[config.mk]
export PLATFORM = sky130hd
export DESIGN_NAME = fb_draw_controller
export DESIGN_NICKNAME = d
export VERILOG_FILES = /design/src/rtl/fb_draw_controller.sv
export SDC_FILE = /design/constraint.sdc
export NUM_CORES = 1
export LEC_CHECK = 0
export CAP_MARGIN = 30
export CORE_MARGIN = 2
export CORE_UTILIZATION = 45
export CTS_CLUSTER_DIAMETER = 120
export CTS_CLUSTER_SIZE = 30
export DETAILED_ROUTE_END_ITERATION = 6
export PLACE_DENSITY_LB_ADDON = 0.2
export SETUP_SLACK_MARGIN = 0.05
export SLEW_MARGIN = 25
export SYNTH_ARGS = -nofsm -noshare
export SYNTH_HDL_FRONTEND = slang
export SYNTH_SLANG_ARGS = --single-unit
[constraint.sdc]
create_clock -name Clk -period 7.55 [get_ports Clk]
set_input_delay 2.265 -clock Clk [delete_from_list [all_inputs] [get_ports Clk]]
set_output_delay 2.265 -clock Clk [all_outputs]
set_load 0.05 [all_outputs]
[src/rtl/fb_draw_controller.sv]
// Frame draw sequencer: copies a scrolled window of the map image into the
// framebuffer, then overlays the player sprite with colour-key transparency.
// ROM reads are issued one per cycle; the matching framebuffer write follows
// one cycle later through a single-entry valid/address pipeline.
module fb_draw_controller #(
  parameter int unsigned FB_W      = 240,
  parameter int unsigned FB_H      = 160,
  parameter int unsigned MAP_W     = 480,
  parameter int unsigned MAP_H     = 320,
  parameter int unsigned SPR       = 16,
  parameter int unsigned PLAYER_X  = 112,
  parameter int unsigned PLAYER_Y  = 72,
  parameter logic [23:0] KEY_COLOR = 24'hFF00FF
) (
  input  logic        Clk,
  input  logic        Reset,
  input  logic        frame_start,
  input  logic [9:0]  scroll_x,
  input  logic [9:0]  scroll_y,
  input  logic [1:0]  playerDir,
  output logic [18:0] map_raddr,
  input  logic [23:0] map_rdata,
  output logic [9:0]  spr_raddr,
  input  logic [23:0] spr_rdata,
  output logic        fb_we,
  output logic [18:0] fb_waddr,
  output logic [23:0] fb_wdata,
  output logic        busy,
  output logic        done,
  output logic        overrun
);

  localparam logic [9:0] MaxSx = 10'(MAP_W - FB_W);
  localparam logic [9:0] MaxSy = 10'(MAP_H - FB_H);
  localparam logic [9:0] LastX = 10'(FB_W - 1);
  localparam logic [9:0] LastY = 10'(FB_H - 1);
  localparam logic [9:0] LastS = 10'(SPR - 1);

  typedef enum logic [1:0] {StIdle, StMap, StChar, StDone} state_e;

  state_e      state_q, state_d;
  logic [9:0]  x_q, x_d, y_q, y_d;
  logic        drain_q, drain_d;
  logic [9:0]  sx_q, sx_d, sy_q, sy_d;
  logic [1:0]  dir_q, dir_d;
  logic        wr_valid_q, wr_valid_d;
  logic        wr_spr_q, wr_spr_d;
  logic [18:0] wr_addr_q, wr_addr_d;
  logic        overrun_q, overrun_d;

  // Next-state: frame sequencing, read address generation and write pipeline load.
  always_comb begin
    state_d    = state_q;
    x_d        = x_q;
    y_d        = y_q;
    drain_d    = drain_q;
    sx_d       = sx_q;
    sy_d       = sy_q;
    dir_d      = dir_q;
    wr_valid_d = 1'b0;
    wr_spr_d   = 1'b0;
    wr_addr_d  = '0;
    map_raddr  = '0;
    spr_raddr  = '0;
    // Any start pulse outside IDLE (DONE included) is dropped and flagged.
    overrun_d  = overrun_q | (frame_start & (state_q != StIdle));
    unique case (state_q)
      StIdle: begin
        if (frame_start) begin
          sx_d    = (scroll_x > MaxSx) ? MaxSx : scroll_x;
          sy_d    = (scroll_y > MaxSy) ? MaxSy : scroll_y;
          dir_d   = playerDir;
          x_d     = '0;
          y_d     = '0;
          drain_d = 1'b0;
          state_d = StMap;
        end
      end
      StMap: begin
        if (drain_q) begin
          // Last map write is on the bus this cycle; no new read.
          drain_d = 1'b0;
          x_d     = '0;
          y_d     = '0;
          state_d = StChar;
        end else begin
          map_raddr  = (19'(y_q) + 19'(sy_q)) * 19'(MAP_W) + 19'(x_q) + 19'(sx_q);
          wr_valid_d = 1'b1;
          wr_addr_d  = 19'(y_q) * 19'(FB_W) + 19'(x_q);
          if (x_q == LastX) begin
            x_d = '0;
            if (y_q == LastY) drain_d = 1'b1;
            else              y_d = y_q + 10'd1;
          end else begin
            x_d = x_q + 10'd1;
          end
        end
      end
      StChar: begin
        if (drain_q) begin
          drain_d = 1'b0;
          state_d = StDone;
        end else begin
          spr_raddr  = 10'(dir_q) * 10'(SPR * SPR) + y_q * 10'(SPR) + x_q;
          wr_valid_d = 1'b1;
          wr_spr_d   = 1'b1;
          wr_addr_d  = (19'(PLAYER_Y) + 19'(y_q)) * 19'(FB_W) + 19'(PLAYER_X) + 19'(x_q);
          if (x_q == LastS) begin
            x_d = '0;
            if (y_q == LastS) drain_d = 1'b1;
            else              y_d = y_q + 10'd1;
          end else begin
            x_d = x_q + 10'd1;
          end
        end
      end
      StDone: begin
        state_d = StIdle;
      end
      default: begin
        state_d = StIdle;
      end
    endcase
  end

  // State and pipeline registers with synchronous reset.
  always_ff @(posedge Clk) begin
    if (Reset) begin
      state_q    <= StIdle;
      x_q        <= '0;
      y_q        <= '0;
      drain_q    <= 1'b0;
      sx_q       <= '0;
      sy_q       <= '0;
      dir_q      <= '0;
      wr_valid_q <= 1'b0;
      wr_spr_q   <= 1'b0;
      wr_addr_q  <= '0;
      overrun_q  <= 1'b0;
    end else begin
      state_q    <= state_d;
      x_q        <= x_d;
      y_q        <= y_d;
      drain_q    <= drain_d;
      sx_q       <= sx_d;
      sy_q       <= sy_d;
      dir_q      <= dir_d;
      wr_valid_q <= wr_valid_d;
      wr_spr_q   <= wr_spr_d;
      wr_addr_q  <= wr_addr_d;
      overrun_q  <= overrun_d;
    end
  end

  // Write port: ROM data arrives the cycle after its read; keyed sprite pixels are skipped.
  always_comb begin
    fb_we    = wr_valid_q & (~wr_spr_q | (spr_rdata != KEY_COLOR));
    fb_waddr = wr_valid_q ? wr_addr_q : '0;
    fb_wdata = '0;
    if (wr_valid_q) fb_wdata = wr_spr_q ? spr_rdata : map_rdata;
    busy     = (state_q != StIdle);
    done     = (state_q == StDone);
    overrun  = overrun_q;
  end

endmodule

## Word-level counts from Yosys, hierarchy flattened

Index checks and enable logic that the tools add are counted.

| word-level totals | value |
|---|---|
| flip-flop bits (word level) | 67 |
| output and inout port bits | 76 |
| logic and storage cells | 99 |

| cells by class | value |
|---|---|
| $add $sub $neg | 11 |
| $mul | 3 |
| magnitude comparators | 2 |
| eq/ne operators | 16 |
| muxes and demuxes | 38 |
| bitwise operators | 7 |
| reduce and logical (&&, ||, !) cells | 11 |

Operator list:

| kind | number |
|---|---|
| $mux 10 | 15 |
| $mux 19 | 5 |
| $pmux 10 s3 | 2 |
| $add 19x10->19 | 3 |
| $mux 24 | 2 |
| $pmux 19 s2 | 1 |
| $ne 24x24->1 const B | 1 |
| $add 10x1->10 const B | 2 |
| $add 10x10->10 | 2 |
| $eq 10x4->1 const B | 2 |
| $eq 10x8->1 const B | 2 |
| $gt 10x8->1 const B | 2 |
| $add 18x10->19 | 1 |
| $add 19x7->19 const B | 1 |
| $mul 11x4->15 const B | 1 |
| $mul 10x4->14 const B | 1 |
| $mul 11x4->14 const B | 1 |
| $ne 2x2->1 const B | 6 |
| $add 10x10->11 | 1 |
| $add 7x10->11 const A | 1 |
| $mux 1 | 8 |
| $pmux 2 s4 | 1 |
| $reduce_and 7->1 | 1 |
| $mux 2 | 3 |
| other kinds (13) | 23 |

## Logic depth before layout (Yosys ltp)

| logic depth | value |
|---|---|
| depth in word-level cells | 6 |
| gate-level depth with buffers | 22 |
| mapped depth without buffers | 22 |

## Worst setup path before layout

No wires, ideal clock.

| path | value |
|---|---|
| path type | register -> output |
| start point | reg y_q[1] |
| end point | out map_raddr[18] |
| data arrival time | 6.005 ns |
| required time | 5.285 ns |
| path slack | -0.720 ns |
| cell stages (with the launch flop) | 19 |
| cells stage by stage | dfxtp_1 ha_1 a21o_1 a21oi_1 o21bai_1 a21oi_1 xor2_1 xnor2_1 xnor2_1 fa_1 inv_1 ha_1 or3b_1 a311o_1 o311ai_2 o211ai_4 nor2_1 nand3_1 o41ai_1 |

| between the ends | value |
|---|---|
| cells in the longest elaborated chain, start to end | 6 |

RTL lines:

| item | line | text |
|---|---|---|
| start: declaration | 42 | `logic [9:0] x_q, x_d, y_q, y_d;` |
| start signal: assignment | 143 | `y_q <= y_d;` |
| $add 10x10->11 | 87 | `map_raddr = (19'(y_q) + 19'(sy_q)) * 19'(MAP_W) + 19'(x_q) + 19'(sx_q);` |
| $mul 11x4->14 | 87 |  |
| $add 19x10->19 (2 in series) | 87 |  |
| $mux 19 | 80 | `if (drain_q) begin` |
| $mux 19 | 67 | `unique case (state_q)` |
| end: declaration | 21 | `output logic [18:0] map_raddr,` |

Every way passes these cells.

## Worst setup path after layout

| path | value |
|---|---|
| start point | reg sy_q[0] |
| end point | out map_raddr[18] |

| between the ends | value |
|---|---|
| cells in the longest elaborated chain, start to end | 6 |

RTL lines:

| item | line | text |
|---|---|---|
| start: declaration | 44 | `logic [9:0] sx_q, sx_d, sy_q, sy_d;` |
| start signal: assignment | 146 | `sy_q <= sy_d;` |
| $add 10x10->11 | 87 |  |
| $mul 11x4->14 | 87 |  |
| $add 19x10->19 (2 in series) | 87 |  |
| $mux 19 | 80 |  |
| $mux 19 | 67 |  |

Every way passes these cells.

==> impl_metrics.env <==
export IMPL_critPathArrivalTime_ns=5.19
export IMPL_antenna_cells=0
export IMPL_clock_sinks=67
export IMPL_cp_cell_sequence="ha_4, fa_2, a21oi_2, nor2_1, nor2_2, o21bai_1, a21oi_2, xnor2_2, xnor2_1, ha_1, inv_1, fa_1, inv_2, ha_4, o21a_1, nor2_1, a211o_2, o21a_1, nor3_2, nand3_2, o311ai_4, o41ai_4, buf_12"
export IMPL_setup_violations=0
export IMPL_core_area_um2=19600
export IMPL_pre_cts_slack_ns=0.148
export IMPL_async_flop_share=0
export IMPL_synth_flop_cell="dfxtp_1"
export IMPL_fin_crit_sh=0.987
export IMPL_cp_end_kind="output pin"
export IMPL_finish_net_count=1517
export IMPL_maxCapViolCount=0
export IMPL_synthCells=1100
export IMPL_die_x_um=146
export IMPL_gr_total_overflow=0
export IMPL_ant_nets=0
export IMPL_rrSetupSlack_ns=2.53
export IMPL_synth_top_area_cell="ha_1"
export IMPL_worstSetupEndpoint="map_raddr[18]"
export IMPL_clk_pin_slew_ns=0.06
export IMPL_crit_fanout=4
export IMPL_setup_ws_ns=0.0999
export IMPL_drc=0
export IMPL_grt_start_max_net_pins=45
export IMPL_clock_root_buffer="clkbuf_16"
export IMPL_wl_per_cell_um=15.4
export IMPL_fin_skew_ns=0.0134
export IMPL_synthTopCellsByArea="ha_1 17%, dfxtp_1 15%, fa_1 13%"
export IMPL_crit_path_start="sy_q[0]$_SDFFE_PP0P_"
export IMPL_synth_cell_types=81
export IMPL_gp_congestion=0.877
export IMPL_syn_mean_instance_area_um2=8.24
export IMPL_period_needed_ns=7.45
export IMPL_status="complete, no violations"
export IMPL_hold_viol_final=0
export IMPL_hold_path_class="register to register"
export IMPL_critPathBufInv=3
export IMPL_htree_levels=3
export IMPL_io_pins=149
export IMPL_die_y_um=146
export IMPL_dpl_hpwl_mm=19.1
export IMPL_wl_mm=23.7
export IMPL_slew_violations=0
export IMPL_cp_top_family="compound AO/OA/AOI/OAI gates"
export IMPL_layout_commonest_cell="clkdlybuf4s50_1"
export IMPL_syn_area_um2=9070
export IMPL_start_kind="register"
export IMPL_powerDensity_nw_per_um2=195
export IMPL_clock_path_buffers=2
export IMPL_portBuffers=148
export IMPL_grt_use_total=0.218
export IMPL_drt_pass1_iter_count=5
export IMPL_required_ns=5.29
export IMPL_ys_seq_elements=67
export IMPL_cts_tree="done"
export IMPL_syn_num_nets=1351
export IMPL_drt_iter0_markers=422
export IMPL_worstSetupPathType="register to output pin"
export IMPL_dp_cells=1507
export IMPL_synth_edff_count=0
export IMPL_yosysWarnings=0
export IMPL_antenna_found_initial=0
export IMPL_start_util=0.463
export IMPL_timing_rr_end="wr_addr_q[18]$_SDFF_PP0_"
export IMPL_layout_common_cells="138 x clkdlybuf4s50_1, 133 x inv_1, 110 x nor2_1, 110 x ha_1"
export IMPL_cpMaxStageDelayCell="fa_1"
export IMPL_die_area_um2=21300
export IMPL_rsz0062_at_grt="true"
export IMPL_maxSlewHeadroom=0.401
export IMPL_clkLatencyLatePin_ns=0.35
export IMPL_num_rows=51
export IMPL_p_total_mw=2.30
export IMPL_grt_pass1_vias=7935
export IMPL_area_growth_pct=30.1
export IMPL_ys_seq_area_frac=0.148
export IMPL_irDropWorstVdd_v=0.000122
export IMPL_vias=8152
export IMPL_max_freq_ghz=0.134
export IMPL_via_per_inst=5.31
export IMPL_r2r_start="y_q[4]$_SDFFE_PP0P_"
export IMPL_ctsHoldBuffers=0
export IMPL_layoutNonFillerInstCount=1536
export IMPL_worst_pin_slew_ns=0.897
export IMPL_cpPeakStageDelay_ns=0.49
export IMPL_synth_top_cell_area_share=0.166
export IMPL_crit_cells=23
export IMPL_grt_pass1_wl_mm=38.7
export IMPL_rr_worst_depth=16
export IMPL_drive_above_1_share=0.108
export IMPL_numCtsBuffers=9
export IMPL_leakagePower_nw=5.13
## where the power goes
part           total, mW  switching [mW]  leakage (nW)  internal, mW
sequential         0.409          0.0228         0.545         0.386
clock              0.447           0.186         0.145         0.262
combinational       1.44           0.868          4.44         0.574
total               2.30            1.08          5.13          1.22
## how the worst min path moves through the flow
stage | start | end | cells after the start
after floorplan | sy_q[8]$_SDFFE_PP0P_ | sy_q[8]$_SDFFE_PP0P_ | 1
after global placement | overrun$_SDFF_PP0_ | overrun$_SDFF_PP0_ | 2
after detailed placement | overrun$_SDFF_PP0_ | overrun$_SDFF_PP0_ | 2
after CTS | dir_q[0]$_SDFFE_PP0P_ | dir_q[0]$_SDFFE_PP0P_ | 2
after global routing | dir_q[1]$_SDFFE_PP0P_ | dir_q[1]$_SDFFE_PP0P_ | 2
final | dir_q[1]$_SDFFE_PP0P_ | dir_q[1]$_SDFFE_PP0P_ | 2
## through the flow
step / utilization / hold slack, ns / setup TNS, ns / instance area (µm²)
finish: 0.602 / 0.471 / 0 / 11800
global route: 0.602 / 0.513 / -0.348 / 11800
CTS: 0.585 / 0.472 / 0 / 11500
detailed placement: 0.564 / 0.461 / 0 / 11100
global placement: 0.564 / 0.453 / 0 / 11100
floorplan: - / 0.434 / -0.0822 / 9080
## worst min-delay path, cell delays in order, from the launching register on
cell and delay, ns:
dfxtp_1 0.31, nand2_1 0.05, a21oi_1 0.05
## sequential cells by signal (all words and copies together), names as in the netlist
signal and count:
wr_valid_q 1, wr_addr_q 19, y_q 10, drain_q 1, state_q 2, overrun 1
x_q 10, wr_spr_q 1, sy_q 10, sx_q 10, dir_q 2
## cells in the mapped netlist, types with 14 or more instances
cell        n
nand2b_1   16
ha_1      120
inv_1     136
o21ai_0    25
xor2_1     27
fa_1       58
and2_1     36
nor2_1    115
nor3_1     25
a21o_1     19
clkbuf_1   24
nand3_1    18
nand4_1    14
a22oi_1    15
dfxtp_1    67
nor2b_1    35
a21oi_1    52
nand2_1    49
mux2i_1    28
xnor2_1    69
## metal layers
metal / vias to the layer above / wire (µm) / track usage
met5: - / 0 / 0
met4: 0 / 335 / 0.0436
met3: 18 / 1140 / 0.0386
met2: 222 / 11300 / 0.374
met1: 3833 / 10900 / 0.288
li1: 4079 / - / -
## repair_timing
item	4_1_cts	5_1_grt
pin swaps	2	35
setup buffers	1	12
endpoints found under the setup margin	8	8
gates resized for setup	17	46
## cell families after synthesis
kind of cell    Yosys count  share of synthesized area
simple gates            361                      0.206
compound gates          202                      0.157
fa+ha+maj               179                      0.295
buf+inv                 167                     0.0702
xor+xnor                 96                     0.0927
flops                    67                      0.148
mux                      28                     0.0309
## layout make-up
class,instances,area (µm²)
Inverter,136,510
Tap cell,265,332
Timing Repair Buffer,186,1870
Clock inverter,7,82.6
Multi-Input combinational cell,866,7430
Sequential cell,67,1350
Clock buffer,9,225
Fill cell,1726,7790
Note: power is estimated with default switching activity, not from simulation.
